==> src/rtl/conv_settle_sequencer.sv <==
// conv_settle_sequencer: runs one converter conversion per request,
// pulsing converter reset and waiting for a settled output value.
module conv_settle_sequencer #(
   parameter int IN_W        = 16,
   parameter int OUT_W       = 32,
   parameter int RST_CYCLES  = 10,
   parameter int STABLE_CNT  = 20,
   parameter int TIMEOUT_SMP = 1000,
   parameter int CNT_W       = 10
) (
   input  logic             clk,
   input  logic             reset_n,
   input  logic             req_valid,
   input  logic [IN_W-1:0]  req_code,
   output logic             req_ready,
   output logic             conv_reset_n,
   output logic [IN_W-1:0]  conv_in,
   input  logic [OUT_W-1:0] conv_out,
   input  logic             conv_strobe,
   output logic             rsp_valid,
   input  logic             rsp_ready,
   output logic [OUT_W-1:0] rsp_data,
   output logic             rsp_stable,
   output logic [CNT_W-1:0] rsp_samples,
   output logic             busy
);

   typedef enum logic [1:0] {
      IDLE,
      RESET,
      SETTLE,
      RESP
   } state_t;

   localparam int RW = (RST_CYCLES > 1) ? $clog2(RST_CYCLES) : 1;
   localparam logic [RW-1:0]    RST_LAST = RW'(RST_CYCLES - 1);
   localparam logic [CNT_W-1:0] STB_LIM  = CNT_W'(STABLE_CNT);
   localparam logic [CNT_W-1:0] TMO_LIM  = CNT_W'(TIMEOUT_SMP);

   state_t           state;
   state_t           state_n;
   logic [RW-1:0]    rst_cnt;
   logic [RW-1:0]    rst_cnt_n;
   logic [CNT_W-1:0] smp_cnt;
   logic [CNT_W-1:0] smp_cnt_n;
   logic [CNT_W-1:0] mat_cnt;
   logic [CNT_W-1:0] mat_cnt_n;
   logic [OUT_W-1:0] prev;
   logic [OUT_W-1:0] prev_n;
   logic [IN_W-1:0]  code_q;
   logic [IN_W-1:0]  code_n;
   logic             stable_q;
   logic             stable_n;
   logic             strobe_d;
   logic             rst_lo;
   logic             smp_ev;

   function automatic logic [CNT_W-1:0] sat_inc(input logic [CNT_W-1:0] v);
      return (v == {CNT_W{1'b1}}) ? v : v + 1'b1;
   endfunction

   assign smp_ev = conv_strobe & ~strobe_d;

   // Next-state, counter and sample bookkeeping for one conversion.
   always_comb begin
      state_n   = state;
      rst_cnt_n = rst_cnt;
      smp_cnt_n = smp_cnt;
      mat_cnt_n = mat_cnt;
      prev_n    = prev;
      code_n    = code_q;
      stable_n  = stable_q;
      unique case (state)
         IDLE: begin
            if (req_valid) begin
               code_n    = req_code;
               rst_cnt_n = '0;
               smp_cnt_n = '0;
               mat_cnt_n = '0;
               stable_n  = 1'b0;
               state_n   = RESET;
            end
         end
         RESET: begin
            if (rst_cnt == RST_LAST) begin
               state_n = SETTLE;
            end else begin
               rst_cnt_n = rst_cnt + 1'b1;
            end
         end
         SETTLE: begin
            if (smp_ev) begin
               smp_cnt_n = sat_inc(smp_cnt);
               if (smp_cnt == '0) begin
                  mat_cnt_n = '0;
               end else if (conv_out == prev) begin
                  mat_cnt_n = sat_inc(mat_cnt);
               end else begin
                  mat_cnt_n = '0;
               end
               prev_n = conv_out;
               if (mat_cnt_n == STB_LIM) begin
                  stable_n = 1'b1;
                  state_n  = RESP;
               end else if (smp_cnt_n == TMO_LIM) begin
                  stable_n = 1'b0;
                  state_n  = RESP;
               end
            end
         end
         RESP: begin
            if (rsp_ready) begin
               state_n = IDLE;
            end
         end
         default: begin
            state_n = IDLE;
         end
      endcase
   end

   // State and datapath registers; async reset discards any conversion.
   always_ff @(posedge clk or negedge reset_n) begin
      if (!reset_n) begin
         state    <= IDLE;
         rst_cnt  <= '0;
         smp_cnt  <= '0;
         mat_cnt  <= '0;
         prev     <= '0;
         code_q   <= '0;
         stable_q <= 1'b0;
         strobe_d <= 1'b0;
         rst_lo   <= 1'b0;
      end else begin
         state    <= state_n;
         rst_cnt  <= rst_cnt_n;
         smp_cnt  <= smp_cnt_n;
         mat_cnt  <= mat_cnt_n;
         prev     <= prev_n;
         code_q   <= code_n;
         stable_q <= stable_n;
         strobe_d <= conv_strobe;
         rst_lo   <= (state_n == RESET);
      end
   end

   // Converter reset comes from a flop; external reset also holds it low.
   assign conv_reset_n = reset_n & ~rst_lo;
   assign conv_in      = code_q;
   assign req_ready    = reset_n & (state == IDLE);
   assign busy         = (state != IDLE);
   assign rsp_valid    = (state == RESP);
   assign rsp_data     = prev;
   assign rsp_stable   = stable_q;
   assign rsp_samples  = smp_cnt;

endmodule
==> config.mk <==
export PLATFORM = sky130hd
export DESIGN_NAME = conv_settle_sequencer
export DESIGN_NICKNAME = d
export VERILOG_FILES = /design/src/rtl/conv_settle_sequencer.sv
export SDC_FILE = /design/constraint.sdc
export NUM_CORES = 1
export LEC_CHECK = 0
export ABC_CLOCK_PERIOD_IN_PS = 5900
export CORE_MARGIN = 2
export CORE_UTILIZATION = 52
export CTS_CLUSTER_DIAMETER = 100
export DETAILED_ROUTE_END_ITERATION = 16
export PLACE_DENSITY_LB_ADDON = 0.3
export SKIP_LAST_GASP = 1
export SLEW_MARGIN = 20
export SYNTH_ARGS = -nofsm -noshare
export SYNTH_HDL_FRONTEND = slang
export SYNTH_SLANG_ARGS = --single-unit
==> constraint.sdc <==
create_clock -name clk -period 5.9 [get_ports clk]
set_input_delay 1.18 -clock clk [delete_from_list [all_inputs] [get_ports clk]]
set_output_delay 1.18 -clock clk [all_outputs]
set_load 0.005 [all_outputs]
==> flow_metrics.py, run 1 <==
metrics = {
    "yosys": {
        "ys_top_cells_by_area": "dfrtp_1 48%, nand2_1 11%, xor2_1 7.9%",
        "ys_seq_elements": 77,
        "synth_common_cells": "118 x nand2_1, 77 x dfrtp_1, 36 x xor2_1, 25 x nor2_1, 17 x mux2_2",
        "synthCells": 429,
        "synth_most_common_cell": "nand2_1",
        "synth.largest_area_cell": "dfrtp_1",
        "syn_area_um2": 4001,
        "synth_top_cell_area_share_pct": 48.16,
        "seq_area_frac_synth_pct": 48.16,
        "ys_warn_count": 0,
        "synth-edff-count": 0,
        "syn_area_per_cell_um2": 9.327,
        "synthFlopType": "dfrtp_1",
        "post_synth_num_cell_types": 58,
        "synth_fp_nets": 487,
        "ys_async_sr_fraction_pct": 100.0,
    },
    "grt": {
        "grt_pass1_vias": 3505,
        "grt_first_pass_wirelength_um": 16280,
        "antenna_found_initial": 0,
        "grt_max_degree": 66,
        "gr-total-overflow": 0,
        "grt_use_total_pct": 23.79,
    },
    "drt": {
        "num_vias": 3487,
        "viasPerCell": 5.431,
        "first_pass_iters": 4,
        "finalWirelength_um": 9804,
        "drtIter0Drc": 110,
        "wl_per_cell_um": 15.27,
        "ant_nets": 0,
        "drc": 0,
    },
    "layout": {
        "fillCellCount": 558,
        "nNetsFinal": 596,
        "post-route-util_pct": 73.75,
        "seq_area_um2": 1927,
        "antennaDiodeCount": 0,
        "drive_gt1_share_pct": 8.840,
        "syn2layout_area_growth_pct": 35.83,
        "multi_input_area_um2": 1944,
    },
    "timing": {
        "fin_worst_skew_ns": 0.01236,
        "drv_slew": 0,
        "min_period_over_period_pct": 54.66,
        "fmax_mhz": 310.1,
        "setup_viol_count_final": 0,
        "max-slew-margin-rel_pct": 45.15,
        "tightest_slew_ns": 0.8227,
        "tns_ns": 0,
        "hold_violations": 0,
        "fin_crit_ns": 3.225,
        "rsz0062_at_grt": "no",
    },
    "cts": {
        "clockRootBuffer": "clkbuf_8",
        "cts_resized": 0,
        "ctsHtreeMaxLevel": 3,
        "clk_pin_slew_ns": 0.09,
        "clkLatencyLatePin_ns": 0.35,
        "cts_tree": "done",
        "cts_hold_buf": 0,
        "cts_buffers": 9,
        "postCtsSetupBuffers": 0,
        "clockBufferDepth": 2,
        "clock_sinks": 77,
    },
    "critical_path": {
        "path_class": "input port to primary output",
        "critPathRequiredTime_ns": 4.72,
        "reg2reg_slack_ns": 3.43,
        "end_kind": "primary output",
        "critPathLaunchType": "input port",
        "crit_path_max_fanout": 15,
        "crit_arrival_ns": 2.05,
    },
    "die": {
        "dieArea_um2": 8413,
        "rows": 31,
        "die_w_um": 91.72,
        "start_util_pct": 54.30,
        "core-area_um2": 7370,
        "die_h_um": 91.72,
        "io_pins": 116,
    },
    "outcome": {
        "outcome": "finished clean",
    },
    "power_and_ir_drop": {
        "clkPwrFrac_pct": 22.0,
        "swShare_pct": 31.12,
        "p_seq_share_pct": 41.4,
        "power_density_nw_per_um2": 385.4,
        "internal-power_mw": 1.443,
        "peakVddDrop_mv": 0.2557,
        "pwr-share-comb_pct": 36.6,
        "p_leak_nw": 2.451,
        "switchingPower_mw": 0.6518,
    },
    "min_path": {
        "min_path_type": "flop to flop",
    },
    "placed_design": {
        "io_buffers": 115,
        "hpwl_um": 7030,
        "gp_congestion": 0.8458,
    },
    "flow_run": {
        "drv_cap": 0,
    },
}
## cells in the final DEF (no fill, tap or decap), types with 8 or more instances in the layout
master / n
clkbuf_8: 10
dfrtp_1: 77
nor3_1: 10
mux2_2: 17
xor2_1: 36
clkdlybuf4s50_1: 114
nand2_1: 118
nor2_1: 25
nor4_1: 11
nand3_1: 9
inv_1: 8
a21oi_1: 8
## final cells by class
class,instances,share of cell area [%]
Inverter,8,0.5525
Timing Repair Buffer,119,21.69
Sequential cell,77,35.45
Tap cell,99,2.279
Clock inverter,6,1.727
Multi-Input combinational cell,323,35.77
Clock buffer,10,2.532
## power groups by stage
stage / clock, mW / combinational [mW] / sequential [mW]
6_report: 0.460 / 0.768 / 0.867
5_1_grt: 0.491 / 0.842 / 0.891
4_1_cts: 0.466 / 0.779 / 0.866
3_5_place_dp: 0 / 0.772 / 0.873
3_3_place_gp: 0 / 0.752 / 0.861
2_1_floorplan: 0 / 0.305 / 0.862
## worst paths after layout
path / end / startpoint / depth (start not counted)
min in group asynchronous: rsp_data[4]$_DFFE_PN0P_ / reset_n / 1
setup / recovery: conv_reset_n / reset_n / 3
hold reg to reg: conv_in[0]$_DFFE_PN0P_ / conv_in[0]$_DFFE_PN0P_ / 1
setup reg to reg: rsp_stable$_DFFE_PN0P_ / rsp_samples[0]$_DFFE_PN0P_ / 8
max in group asynchronous: rsp_data[19]$_DFFE_PN0P_ / reset_n / 2
hold / removal: conv_in[0]$_DFFE_PN0P_ / conv_in[0]$_DFFE_PN0P_ / 1
## critical path, stage by stage
cell,delay [ns]
buf_4,0.19
nor2b_1,0.16
clkdlybuf4s50_1,0.50
## flip-flops by register name (all words and copies together) (netlist names)
register and count:
conv_in 16, mat_cnt 10, rsp_data 32, rsp_samples 10, rsp_stable 1, rst_cnt 4, rst_lo 1, state 2
strobe_d 1
## layer usage
layer	global-route usage, %	up-vias	wire length (um)
li1	-	1690	-
met1	30.38	1673	4251
met2	39.71	105	4780
met3	4.766	19	518
met4	9.701	0	254
met5	0	-	0
## cells by family (layout without fill, tap and decap cells)
| logic type | count (synthesis) | after routing | synth area share, % |
|---|---|---|---|
| AO/OA/AOI/OAI | 49 | 49 | 8.537 |
| XOR/XNOR | 36 | 36 | 7.880 |
| adder cells (fa/ha/maj) | 5 | 5 | 1.563 |
| buffers and inverters | 29 | 143 | 3.627 |
| flip-flops | 77 | 77 | 48.16 |
| multiplexers | 19 | 19 | 5.284 |
| AND/OR/NAND/NOR | 214 | 214 | 24.95 |
## stage by stage
step | hold WS (ns) | instance area, um2 | setup slack [ns] | total power, mW | cells
final | 0.5133 | 5435 | 2.675 | 2.095 | 642
after global routing | 0.5305 | 5435 | 2.581 | 2.224 | 642
after floorplan | 0.4950 | 4001 | 3.351 | 1.167 | 429
after global placement | 0.4890 | 5204 | 2.533 | 1.612 | 626
after CTS | 0.5195 | 5435 | 2.654 | 2.112 | 642
after detailed placement | 0.4947 | 5204 | 2.495 | 1.645 | 626
(Power assumes the default switching activity.)
==> run 2: changes to the inputs <==
--- a/config.mk
+++ b/config.mk
@@ -5,9 +5,9 @@
 export SDC_FILE = /design/constraint.sdc
 export NUM_CORES = 1
 export LEC_CHECK = 0
-export ABC_CLOCK_PERIOD_IN_PS = 5900
+export ABC_CLOCK_PERIOD_IN_PS = 3400
 export CORE_MARGIN = 2
-export CORE_UTILIZATION = 52
+export CORE_UTILIZATION = 48
 export CTS_CLUSTER_DIAMETER = 100
 export DETAILED_ROUTE_END_ITERATION = 16
 export PLACE_DENSITY_LB_ADDON = 0.3
==> constraint.sdc (replaced) <==
create_clock -name clk -period 3.4 [get_ports clk]
set_input_delay 0.68 -clock clk [delete_from_list [all_inputs] [get_ports clk]]
set_output_delay 0.68 -clock clk [all_outputs]
set_load 0.005 [all_outputs]
==> run 2 against run 1 <==
  * Utilization shrank 7.1 points
  * Clock-buffer cell count is the same
  * Register-to-register slack lost 2.5 ns
  * Cell count grew 1.1%
  * Power grew 70%
  * Via count shrank 0.20%
==> flow_metrics.py, run 2 (synthesis results as in run 1) <==
metrics = {
    "outcome": {
        "outcome": "finished clean",
    },
    "min_path": {
        "min_path_type": "input port to async pin",
    },
    "die": {
        "die_w_um": 95.30,
        "start_util_pct": 49.19,
        "die_h_um": 95.30,
        "rows": 33,
        "dieArea_um2": 9082,
        "io_pins": 116,
        "core-area_um2": 8134,
    },
    "critical_path": {
        "path_class": "input port to flop",
        "crit_path_max_fanout": 17,
        "critPathRequiredTime_ns": 3.69,
        "end_kind": "flop",
        "critPathLaunchType": "input port",
        "crit_arrival_ns": 2.87,
    },
    "cts": {
        "cts_resized": 0,
        "clk_pin_slew_ns": 0.09,
        "cts_hold_buf": 0,
        "ctsHtreeMaxLevel": 3,
        "cts_buffers": 9,
        "postCtsSetupBuffers": 0,
        "clkLatencyLatePin_ns": 0.36,
        "clockBufferDepth": 2,
        "cts_tree": "done",
        "clockRootBuffer": "clkbuf_8",
        "clock_sinks": 77,
    },
    "grt": {
        "antenna_found_initial": 0,
        "grt_use_total_pct": 23.36,
        "grt_pass1_vias": 3402,
        "grt_first_pass_wirelength_um": 16440,
        "gr-total-overflow": 0,
        "grt_max_degree": 76,
    },
    "drt": {
        "wl_per_cell_um": 15.09,
        "drtIter0Drc": 233,
        "drc": 0,
        "viasPerCell": 5.362,
        "first_pass_iters": 4,
        "finalWirelength_um": 9796,
        "ant_nets": 0,
        "num_vias": 3480,
    },
    "timing": {
        "fin_crit_ns": 2.586,
        "max-slew-margin-rel_pct": 36.55,
        "tightest_slew_ns": 0.9517,
        "tns_ns": 0,
        "rsz0062_at_grt": "no",
        "setup_viol_count_final": 0,
        "timing.hold.ws_ns": 0.09768,
        "drv_slew": 0,
        "fmax_mhz": 386.7,
        "hold_violations": 0,
        "min_period_over_period_pct": 76.06,
        "fin_worst_skew_ns": 0.01459,
    },
    "power_and_ir_drop": {
        "peakVddDrop_mv": 0.4162,
        "p_leak_nw": 2.436,
        "power_density_nw_per_um2": 655.9,
    },
    "layout": {
        "syn2layout_area_growth_pct": 35.40,
        "post-route-util_pct": 66.61,
        "layout_common_cells": "118 x nand2_1, 114 x clkdlybuf4s50_1, 77 x dfrtp_1",
        "largest_reg_flops": 32,
        "antennaDiodeCount": 0,
        "final_common_cell": "nand2_1",
        "drive_gt1_share_pct": 8.824,
        "nNetsFinal": 597,
    },
    "placed_design": {
        "hpwl_um": 7191,
        "io_buffers": 115,
        "gp_congestion": 0.9443,
    },
    "flow_run": {
        "drv_cap": 0,
    },
}
run 2: changes by cell type in the layout (fill, tap and decap cells not counted), sizes merged:
cell	before	now
inv	10	9
clkinv	1	2
buf	5	6
clkinvlp	1	2
bufinv	2	1
run 2: final timing paths:
check,startpoint,end,slack (ns),cells after the start
min in group clk,conv_in[11]$_DFFE_PN0P_,conv_in[11]$_DFFE_PN0P_,0.51,1
max,conv_out[1],mat_cnt[4]$_DFFE_PN0P_,0.81,8
max in group asynchronous,reset_n,conv_in[4]$_DFFE_PN0P_,2.19,2
min,reset_n,rsp_data[1]$_DFFE_PN0P_,0.1,1
min reg2reg,conv_in[11]$_DFFE_PN0P_,conv_in[11]$_DFFE_PN0P_,0.51,1
max reg2reg,rsp_samples[0]$_DFFE_PN0P_,rsp_stable$_DFFE_PN0P_,0.97,8
run 2: worst max-delay path, cell delays in order:
cell	delay, ns
clkdlybuf4s50_1	0.44
xor2_1	0.16
nor4_1	0.39
nand4_1	0.20
nor3_2	0.17
nand2_1	0.34
nor3_1	0.31
o22a_1	0.18
run 2: cell type report:
type / count / area, um2
fill: 652 / 2716
multi-input combinational: 323 / 1944
sequential: 77 / 1927
timing repair buffer: 120 / 1186
tap: 105 / 131.4
clock buffer: 10 / 127.6
clock inverter: 6 / 71.32
inverter: 8 / 30.03
run 2: through the flow:
step,instances,setup slack [ns],power (mW),area (um2)
floorplan,429,1.283,2.025,4001
global placement,633,0.5597,2.815,5219
detailed placement,633,0.5070,2.869,5219
CTS,649,0.8360,3.589,5418
global route,649,0.6471,3.801,5418
finish,649,0.8140,3.553,5418
run 2: metal layers:
| metal | routed length (um) | vias up | GRT usage [%] |
|---|---|---|---|
| li1 | - | 1693 | - |
| met1 | 4189 | 1666 | 30.63 |
| met2 | 4669 | 102 | 36.62 |
| met3 | 714 | 19 | 7.036 |
| met4 | 223 | 0 | 8.696 |
| met5 | 0 | - | 0 |
run 2: report_power, final:
group | internal (mW) | switching [mW] | total [mW]
clock | 0.345 | 0.365 | 0.710
combinational | 0.843 | 0.503 | 1.35
sequential | 1.22 | 0.273 | 1.50
==> run 3: changes to the inputs <==
--- a/config.mk
+++ b/config.mk
@@ -5,7 +5,7 @@
 export SDC_FILE = /design/constraint.sdc
 export NUM_CORES = 1
 export LEC_CHECK = 0
-export ABC_CLOCK_PERIOD_IN_PS = 3400
+export ABC_CLOCK_PERIOD_IN_PS = 2450
 export CORE_MARGIN = 2
 export CORE_UTILIZATION = 48
 export CTS_CLUSTER_DIAMETER = 100
==> constraint.sdc (replaced) <==
create_clock -name clk -period 2.45 [get_ports clk]
set_input_delay 0.49 -clock clk [delete_from_list [all_inputs] [get_ports clk]]
set_output_delay 0.49 -clock clk [all_outputs]
set_load 0.005 [all_outputs]
==> run 3 against run 2 <==
  * Largest cell class unchanged
  * Global-route usage down 0.51 points
  * Non-clock buffer count up 13
  * Utilization up 1.6 points
  * Cell count up 1.8%
==> flow_metrics.py, run 3 (synthesis results as in run 1) <==
metrics = {
    "timing": {
        "min_period_over_period_pct": 95.83,
        "tightest_slew_ns": 0.9762,
        "drv_slew": 0,
        "max-slew-margin-rel_pct": 34.92,
        "fin_worst_skew_ns": 0.01296,
        "fin_crit_ns": 2.348,
        "rsz0062_at_grt": "no",
        "hold_violations": 0,
        "setup_viol_count_final": 0,
        "timing.hold.ws_ns": 0.4793,
        "fmax_mhz": 425.9,
    },
    "layout": {
        "antennaDiodeCount": 0,
        "final_common_cell": "nand2_1",
        "seq_area_um2": 1927,
        "drive_gt1_share_pct": 10.79,
        "largest_reg_flops": 32,
        "post-route-util_pct": 68.19,
        "fillCellCount": 645,
        "layout_common_cells": "118 x nand2_1, 114 x clkdlybuf4s50_1, 77 x dfrtp_1",
        "nNetsFinal": 610,
        "multi_input_area_um2": 1954,
        "syn2layout_area_growth_pct": 38.62,
    },
    "critical_path": {
        "crit_arrival_ns": 2.57,
        "cp-startpoint": "rsp_samples[1]$_DFFE_PN0P_",
        "critPathRequiredTime_ns": 2.67,
        "crit_path_max_fanout": 5,
        "critPathLaunchType": "flop",
        "end_kind": "flop",
        "path_class": "flop to flop",
        "r2r-start": "rsp_samples[1]$_DFFE_PN0P_",
    },
    "placed_design": {
        "io_buffers": 115,
        "hpwl_um": 7131,
        "gp_congestion": 0.9118,
    },
    "die": {
        "die_h_um": 95.30,
        "start_util_pct": 49.19,
        "dieArea_um2": 9082,
        "rows": 33,
        "io_pins": 116,
        "core-area_um2": 8134,
        "die_w_um": 95.30,
    },
    "drt": {
        "viasPerCell": 5.349,
        "num_vias": 3536,
        "first_pass_iters": 4,
        "drc": 0,
        "wl_per_cell_um": 15.11,
        "ant_nets": 0,
        "drtIter0Drc": 216,
        "finalWirelength_um": 9985,
    },
    "power_and_ir_drop": {
        "p_total_mw": 5.010,
        "internal-power_mw": 3.462,
        "switchingPower_mw": 1.548,
        "p_leak_nw": 2.517,
        "peakVddDrop_mv": 0.5859,
        "swShare_pct": 30.90,
        "power_density_nw_per_um2": 903.3,
        "pwr-share-comb_pct": 38.2,
        "p_seq_share_pct": 41.2,
        "clkPwrFrac_pct": 20.7,
    },
    "cts": {
        "clockRootBuffer": "clkbuf_8",
        "cts_tree": "done",
        "ctsHtreeMaxLevel": 3,
        "cts_buffers": 9,
        "clockBufferDepth": 2,
        "clock_sinks": 77,
        "clkLatencyLatePin_ns": 0.34,
        "clk_pin_slew_ns": 0.08,
    },
    "grt": {
        "grt_max_degree": 76,
        "gr-total-overflow": 0,
        "grt_first_pass_wirelength_um": 16220,
        "grt_pass1_vias": 3422,
        "antenna_found_initial": 0,
        "grt_use_total_pct": 22.85,
    },
    "flow_run": {
        "drv_cap": 0,
    },
    "min_path": {
        "min_path_type": "input port to async pin",
    },
    "outcome": {
        "outcome": "finished clean",
    },
}
## run 3: cell count changes in the layout (fill, tap and decap cells not counted), sizes merged
cell and change:
dlygate4sd3 +1, buf +12, clkbuf +1, clkinvlp -2, bufinv +1, inv -1
## run 3: power by group through the flow
stage,clock network [mW],logic (mW),registers [mW]
4_1_cts,1.05,1.93,2.06
6_report,1.03,1.91,2.06
3_3_place_gp,0,1.86,2.06
5_1_grt,1.12,2.11,2.13
2_1_floorplan,0,0.735,2.08
3_5_place_dp,0,1.91,2.08
## run 3: worst max-delay path: stages (launching register included)
cell and delay (ns):
dfrtp_1 0.38, ha_2 0.23, nand4_1 0.13, or4_1 0.49, o41ai_2 0.09, o2111ai_1 0.19
nor4_2 0.28, buf_4 0.16, nor3_1 0.05, a221o_1 0.25
## run 3: metrics by stage
stage	worst slack [ns]	area, um2	std cells	TNS, ns
2_1_floorplan	0.3330	4001	429	0
3_3_place_gp	-0.06209	5314	644	-0.1366
3_5_place_dp	-0.1016	5314	644	-0.4578
4_1_cts	0.1347	5529	660	0
5_1_grt	0.009526	5547	661	0
6_report	0.1022	5547	661	0
## run 3: final timing paths
path	slack, ns	end	depth (start not counted)
worst max-delay path	0.10	rsp_stable$_DFFE_PN0P_	9
worst min-delay path	0.48	rsp_data[27]$_DFFE_PN0P_	2
worst max register to register	0.10	rsp_stable$_DFFE_PN0P_	9
worst min register to register	0.51	conv_in[12]$_DFFE_PN0P_	1
max in group asynchronous	0.82	rsp_samples[4]$_DFFE_PN0P_	3
min in group clk	0.51	conv_in[12]$_DFFE_PN0P_	1
## run 3: area by class of cell
type | count | share of cell area [%]
repair buffers | 133 | 23.42
clock inverters | 4 | 1.331
clock buffers | 11 | 2.369
multi-input cells | 323 | 35.24
flip-flops and latches | 77 | 34.74
inverters | 8 | 0.5414
well taps | 105 | 2.369
## run 3: timing repair
action	CTS	global route
hold buffers	1	0
gates resized for setup	0	2
setup endpoints to repair	0	1
buffers inserted	0	1
endpoints found under the hold margin	2	0
## run 3: metal layers
metal / wire (um) / GRT usage [%] / vias up
met4: 103 / 6.884 / 0
met1: 4278 / 30.11 / 1713
met2: 4799 / 36.27 / 105
met5: 0 / 0 / -
met3: 804 / 7.036 / 11
li1: - / - / 1707
